[src/rtl/data_sync_ctrl.sv]
// Receive-side bus CDC: enable synchronizer, rising-edge capture into a 2-entry queue; capture NUM_STAGES+1 CLK after enable.
// Queue drains on SYNC_VALID & SYNC_READY; a capture arriving while full is dropped and flagged on OVERFLOW.
module data_sync_ctrl #(
  parameter int BUS_WIDTH  = 8,
  parameter int NUM_STAGES = 2
) (
  input  logic                 CLK,
  input  logic                 RST,
  input  logic [BUS_WIDTH-1:0] UNSYNC_BUS,
  input  logic                 BUS_ENABLE,
  output logic [BUS_WIDTH-1:0] SYNC_BUS,
  output logic                 SYNC_VALID,
  input  logic                 SYNC_READY,
  output logic                 ENABLE_PULSE,
  output logic                 OVERFLOW,
  input  logic                 CLR_OVF,
  output logic [7:0]           XFER_CNT
);

  typedef enum logic [1:0] {EMPTY = 2'd0, ONE = 2'd1, TWO = 2'd2} q_state_t;

  q_state_t               state_q, state_d;
  logic [NUM_STAGES-1:0]  sync_q;
  logic                   en_prev;
  logic [BUS_WIDTH-1:0]   head_q, head_d, tail_q, tail_d;
  logic                   rise, pop, accept, drop;

  assign rise = sync_q[NUM_STAGES-1] & ~en_prev;
  assign pop  = (state_q != EMPTY) & SYNC_READY;

  always_ff @(posedge CLK or negedge RST) begin
    if (!RST) begin
      sync_q  <= '0;
      en_prev <= 1'b0;
    end else begin
      sync_q  <= {sync_q[NUM_STAGES-2:0], BUS_ENABLE};
      en_prev <= sync_q[NUM_STAGES-1];
    end
  end

  // UNSYNC_BUS is only read on the rise cycle, when the source guarantees it is stable.
  always_comb begin
    state_d = state_q;
    head_d  = head_q;
    tail_d  = tail_q;
    accept  = 1'b0;
    drop    = 1'b0;
    case (state_q)
      EMPTY: begin
        if (rise) begin
          state_d = ONE;
          head_d  = UNSYNC_BUS;
          accept  = 1'b1;
        end
      end
      ONE: begin
        if (rise && pop) begin
          head_d = UNSYNC_BUS;
          accept = 1'b1;
        end else if (rise) begin
          state_d = TWO;
          tail_d  = UNSYNC_BUS;
          accept  = 1'b1;
        end else if (pop) begin
          state_d = EMPTY;
        end
      end
      TWO: begin
        if (rise && pop) begin
          head_d = tail_q;
          tail_d = UNSYNC_BUS;
          accept = 1'b1;
        end else if (pop) begin
          state_d = ONE;
          head_d  = tail_q;
        end else if (rise) begin
          drop = 1'b1;
        end
      end
      default: state_d = EMPTY;
    endcase
  end

  always_ff @(posedge CLK or negedge RST) begin
    if (!RST) begin
      state_q      <= EMPTY;
      head_q       <= '0;
      tail_q       <= '0;
      ENABLE_PULSE <= 1'b0;
      OVERFLOW     <= 1'b0;
      XFER_CNT     <= 8'd0;
    end else begin
      state_q      <= state_d;
      head_q       <= head_d;
      tail_q       <= tail_d;
      ENABLE_PULSE <= accept;
      XFER_CNT     <= XFER_CNT + 8'(accept);
      // A drop on the same edge as a clear keeps the flag set.
      if (drop)
        OVERFLOW <= 1'b1;
      else if (CLR_OVF)
        OVERFLOW <= 1'b0;
    end
  end

  assign SYNC_VALID = (state_q != EMPTY);
  assign SYNC_BUS   = head_q;

endmodule

[config.mk]
export PLATFORM = sky130hd
export DESIGN_NAME = data_sync_ctrl
export DESIGN_NICKNAME = d
export VERILOG_FILES = /design/src/rtl/data_sync_ctrl.sv
export SDC_FILE = /design/constraint.sdc
export NUM_CORES = 1
export LEC_CHECK = 0
export CORE_MARGIN = 2
export CORE_UTILIZATION = 40
export DETAILED_ROUTE_END_ITERATION = 6
export PLACE_DENSITY_LB_ADDON = 0.25
export SYNTH_ARGS = -nofsm -noshare
export SYNTH_HDL_FRONTEND = slang
export SYNTH_SLANG_ARGS = --single-unit
export TNS_END_PERCENT = 50
[constraint.sdc]
create_clock -name CLK -period 2.5 [get_ports CLK]
set_clock_uncertainty 0.2 [all_clocks]
set_input_delay 0.25 -clock CLK [delete_from_list [all_inputs] [get_ports CLK]]
set_output_delay 0.25 -clock CLK [all_outputs]
set_load 0.01 [all_outputs]
==> results.tsv, run 1 <==
metric	value	unit
share of layout cells above drive strength 1	0.173	
CTS Hold Bufs	0	
final wirelength	2360	um
Hold Path Class	in -> async	
synthesized flop and latch total	31	
first-pass GRT wire length	3910	um
die area	3840	um^2
final hold vios	0	
total grt overflow	0	
cell taking the most area after synthesis	dfrtp_1	
crit path max fanout	3	
vias in the first global route	908	
Synth Area per Inst	13.3	um^2
final setup TNS	0	ps
worst path required time	2530	ps
Syn Nets	117	
synth unique cells	24	
Worst Setup SP	en_prev	
RSZ-0062 raised after global routing	false	
vias	899	
Setup Fix Bufs, Post-CTS	0	
Place WS	112	ps
worst skew pair latency	330	ps
Startpoint Class	flip-flop	
Mapped Cells	101	
CP arrival	2100	ps
# rows	21	
post-CTS sizing	0	
TritonCTS Sinks	31	
P&R area growth vs syn	32.4	%
CP Buf/Inv Count	0	
ANT nets after route	0	
num ports	32	
Compound-Gate Fraction of Synth Area	0.0884	
overall routing resource usage	0.144	
clock root buffer master	clkbuf_4	
final period utilization	0.830	
die width	62.0	um
Placer Congestion	0.807	
proportion of synthesized area in mux cells	0.149	
largest net degree at the start of global routing	32	
DP HPWL	1660	um
antenna diode count	0	
DIE HEIGHT	62.0	um
Yosys warning count	0	
final setup fails	0	
initial antenna violation count	0	
TritonCTS clock tree	yes	
R2R Path Start	en_prev	
Pins Over Slew Limit	0	
status	finished, final reports clean	
Port Buffer Count	31	
worst stage delay on the critical path	410	ps
Register-to-Register Setup Slack	420	ps
maximum clock frequency	482	MHz
worst IR drop on VDD	462	uV
maxcap violations	0	
core area	3280	um^2
Worst-Margin Slew	408	ps
minimum clock period	2080	ps
Async SR Flop Fraction	1.00	
Crit-path slowest cell	dfrtp_1	
CTS Buf Count	5	
Max clock buf depth	2	
Initial Utilization	0.410	
detail-routed net length per standard cell	12.8	um
critical path's top delay family	simple AND/OR/NAND/NOR gates	
largest family of logic cells by synthesized area	multiplexers	
pwr/cell area	876	nW/um^2
Synth area leaders	dfrtp_1 58%, mux2_4 8.9%, mux2i_1 6.0%	
DRC	0	
adder-cell area share of the yosys netlist	0.0279	
most numerous cell in the Yosys netlist	dfrtp_1	
synth cell count leaders	31 x dfrtp_1, 11 x a21oi_1, 10 x nor2_1, 8 x mux2_4, 8 x mux2i_1	
top cell type's share of synthesized area	0.577	
H-tree depth	2	
Vias/cell	4.86	
Layout Nets	154	
sequential share of the synthesized area	0.577	
post-synthesis xor/xnor area fraction	0.0391	
Rel. slew slack	0.728	
Netlist Area Pre-Place	1350	um^2
synthesized-area fraction occupied by and/or/nand/nor cells	0.104	
EDFF count, synth	0	
WS Path Type	reg -> reg	
number of fill cells in the layout	293	
leakage power	0.841	nW
1st-iter DRT viols	71	
Reg clk slew, reported paths	100	ps
crit path capture type	flip-flop	
CP Cell Sequence	nand2b_1, a21oi_1, ha_1, and3_1, nand3_1, or2_2, xnor2_1	
Synth Flop Type	dfrtp_1	
Initial DRT Pass Iterations	4	
setup ws final	424	ps
-- final timing paths --
path | endpoint | depth (start not counted)
setup / recovery | XFER_CNT[7] | 7
hold / removal | XFER_CNT[6] | 2
max in group asynchronous | OVERFLOW | 2
min in group CLK | sync_q[0] | 1
setup reg to reg | XFER_CNT[7] | 7
hold reg to reg | sync_q[1] | 0
-- layer usage --
layer | wire length (um) | vias to the layer above | global-route usage
met3 | 127 | 7 | 0.0497
met4 | 51 | 0 | 0.0729
met2 | 1120 | 26 | 0.229
met1 | 1070 | 442 | 0.174
met5 | 0 | - | 0
li1 | - | 424 | -
-- logic make-up (layout without fill, tap and decap cells) --
family / count (synthesis) / count (layout)
flip-flops: 31 / 31
AND/OR/NAND/NOR: 25 / 25
AO/OA/AOI/OAI: 16 / 16
multiplexers: 16 / 16
XOR/XNOR: 6 / 6
buffers and inverters: 4 / 42
adder cells (fa/ha/maj): 3 / 3
-- worst reg2reg max path, stage by stage, from the launching register on --
cell and delay, ps:
dfrtp_1 410, nand2b_1 190, a21oi_1 250, ha_1 220, and3_1 160, nand3_1 110, or2_2 320, xnor2_1 130
-- flip-flops by register name (all words and copies together) (netlist names) --
signal        count
en_prev           1
OVERFLOW          1
sync_q            2
XFER_CNT          8
ENABLE_PULSE      1
SYNC_BUS          8
tail_q            8
state_q           2
-- through the flow --
stage	area (um^2)	utilization	power, mW	cells	hold WS, ps
after floorplan	1350	-	0.989	101	-246
after global placement	1710	0.520	1.22	177	136
after detailed placement	1710	0.520	1.24	177	135
after CTS	1780	0.542	1.59	185	95.8
after global routing	1780	0.542	1.67	185	125
final	1780	0.542	1.56	185	98.5
-- placed cells by master (no fill, tap or decap) --
cell and count:
a21oi_1 11, and2b_1 1, and3_1 2, buf_4 1
clkbuf_4 5, clkbuf_8 2, clkdlybuf4s50_1 31, clkinvlp_4 1
dfrtp_1 31, ha_1 3, inv_1 2, mux2_4 8
mux2i_1 8, nand2_1 1, nand2_4 1, nand2b_1 3
nand2b_2 1, nand3_1 3, nor2_1 10, nor3b_2 1
o22ai_1 1, o22ai_2 1, o2bb2ai_4 1, o32ai_1 2
or2_2 2, xnor2_1 4, xor2_1 2
-- report_power, final --
group	internal (mW)	leakage (nW)	switching [mW]
Clock	0.164	0.0375	0.169
Combinational	0.300	0.429	0.169
Sequential	0.646	0.374	0.111
Total	1.11	0.841	0.448
-- area by class of cell --
cell class	instances	area [um^2]	area share
Multi-Input combinational cell	66	549	0.309
Clock buffer	7	65.1	0.0365
Tap cell	46	57.6	0.0323
Inverter	2	7.51	0.00422
Clock inverter	1	7.51	0.00422
Timing Repair Buffer	32	318	0.178
Sequential cell	31	776	0.436
No activity file was read; power rests on OpenSTA's default activity.
==> run 2: changes to the inputs <==
- clock period: 2.5 -> 2 ns (I/O delays scaled with it)
==> run 2 against run 1 <==
  * Non-clock buffer count is 11 higher
  * Clock-buffer cell count is 1 higher
  * Sequential power is 24% higher
  * Critical endpoint unchanged
  * Highest routed layer unchanged
  * Hold slack worse by 39 ps
  * Sequential share of layout area is 2.0 points lower
  * Combinational power is 30% higher
  * Largest power group unchanged
  * Cell count is 5.9% higher
  * Via count is 2.1% higher
  * Setup slack worse by 300 ps
==> results.tsv, run 2 (same netlist as run 1, synthesis figures left out) <==
metric	value	unit
number of fill cells in the layout	302	
final wirelength	2400	um
Internal	1.41	mW
P_sw	0.551	mW
minimum clock period	1880	ps
Top Metal Used	met4	
Reg clk slew, reported paths	100	ps
DIE HEIGHT	62.0	um
setup ws final	120	ps
Startpoint Class	flip-flop	
core area	3280	um^2
Sw Ratio	0.282	
maxcap violations	0	
overall routing resource usage	0.152	
final hold vios	0	
Port Buffer Count	31	
# rows	21	
Metal-1 WL	1100	um
vias	918	
total grt overflow	0	
most frequent cells in the layout	31 x dfrtp_1, 30 x clkdlybuf4s50_1, 12 x buf_4	
CP arrival	1900	ps
leakage power	0.896	nW
Place WS	-210	ps
final period utilization	0.940	
most common cell after layout, fill and taps aside	dfrtp_1	
Pins Over Slew Limit	0	
Placer Congestion	0.760	
routed wire length on met2	1110	um
status	finished, final reports clean	
ANT nets after route	0	
P&R area growth vs syn	38.6	%
Hold Path Class	in -> async	
worst path required time	2020	ps
DRC	0	
antenna diode count	0	
DP HPWL	1680	um
initial antenna violation count	0	
crit path capture type	flip-flop	
vias in the first global route	912	
1st-iter DRT viols	12	
TritonCTS clock tree	yes	
worst IR drop on VDD	552	uV
H-tree depth	2	
die area	3840	um^2
WS Path Type	reg -> reg	
Initial DRT Pass Iterations	4	
crit path max fanout	3	
first-pass GRT wire length	4120	um
clock root buffer master	clkbuf_4	
detail-routed net length per standard cell	12.2	um
Worst-Margin Slew	391	ps
sequential power share	0.479	
clock share of power	0.209	
Layout Nets	165	
Vias/cell	4.68	
maximum clock frequency	532	MHz
largest net degree at the start of global routing	32	
Initial Utilization	0.410	
die width	62.0	um
pwr/cell area	1050	nW/um^2
RSZ-0062 raised after global routing	false	
Max clock buf depth	2	
DR WL met3	140	um
num ports	32	
worst skew pair latency	330	ps
Gate power share	0.312	
CTS Hold Bufs	0	
final setup fails	0	
Rel. slew slack	0.739	
TritonCTS Sinks	31	
CTS Buf Count	5	
share of layout cells above drive strength 1	0.240	
final core utilization	0.568	
-- run 2: cell count changes in the layout (fill, tap and decap cells not counted), sizes merged --
| cell | delta |
|---|---|
| dlygate4sd2 | +1 |
| buf | +11 |
| clkinvlp | -1 |
| clkbuf | +1 |
| clkdlybuf4s50 | -1 |
-- run 2: stage by stage --
stage | hold WS (ps) | setup TNS [ps] | area (um^2) | cells | power [mW]
6_report | 59.8 | 0 | 1860 | 196 | 1.96
5_1_grt | 80.0 | 0 | 1860 | 196 | 2.10
4_1_cts | 69.2 | 0 | 1850 | 194 | 1.99
3_5_place_dp | 137 | -400 | 1780 | 186 | 1.57
3_3_place_gp | 134 | -250 | 1780 | 186 | 1.55
2_1_floorplan | -296 | 0 | 1350 | 101 | 1.24
-- run 2: critical path, stage by stage (launching register included) --
cell	delay [ps]
dfrtp_1	380
nand2b_1	170
a21oi_2	160
ha_2	200
and3_1	150
nand3_1	90
or2_2	310
xnor2_1	120
-- run 2: layout make-up --
class                   instances  area (um^2)  share of cell area
clock buffers                   8         68.8              0.0369
inverters                       2         7.51             0.00403
well taps                      46         57.6              0.0309
multi-input cells              66          556               0.298
repair buffers                 43          399               0.214
flip-flops and latches         31          776               0.416
-- run 2: repair_timing --
item / in CTS / in global routing
setup endpoints to repair: 2 / 1
setup buffers: 0 / 2
hold endpoints to repair: 0 / 0
gates resized for setup: 2 / 1
-- run 2: routing by layer --
metal,up-vias,track usage
met3,7,0.0559
li1,448,-
met1,437,0.189
met5,-,0
met2,26,0.235
met4,0,0.0729
-- run 2: worst paths after layout --
check	start	endpoint	slack, ps	cells past startpoint
hold / removal	RST	SYNC_BUS[0]	60	2
hold reg to reg	sync_q[0]	sync_q[1]	150	0
min in group CLK	BUS_ENABLE	sync_q[0]	110	1
setup reg to reg	en_prev	XFER_CNT[7]	120	7
setup / recovery	en_prev	XFER_CNT[7]	120	7
max in group asynchronous	RST	XFER_CNT[1]	1250	2
-- run 2: power by group through the flow --
stage / registers (mW) / clock network (mW) / logic, mW
final: 0.938 / 0.409 / 0.611
after global routing: 0.965 / 0.460 / 0.671
after CTS: 0.941 / 0.429 / 0.617
after detailed placement: 0.948 / 0 / 0.617
after global placement: 0.944 / 0 / 0.605
after floorplan: 0.980 / 0 / 0.256
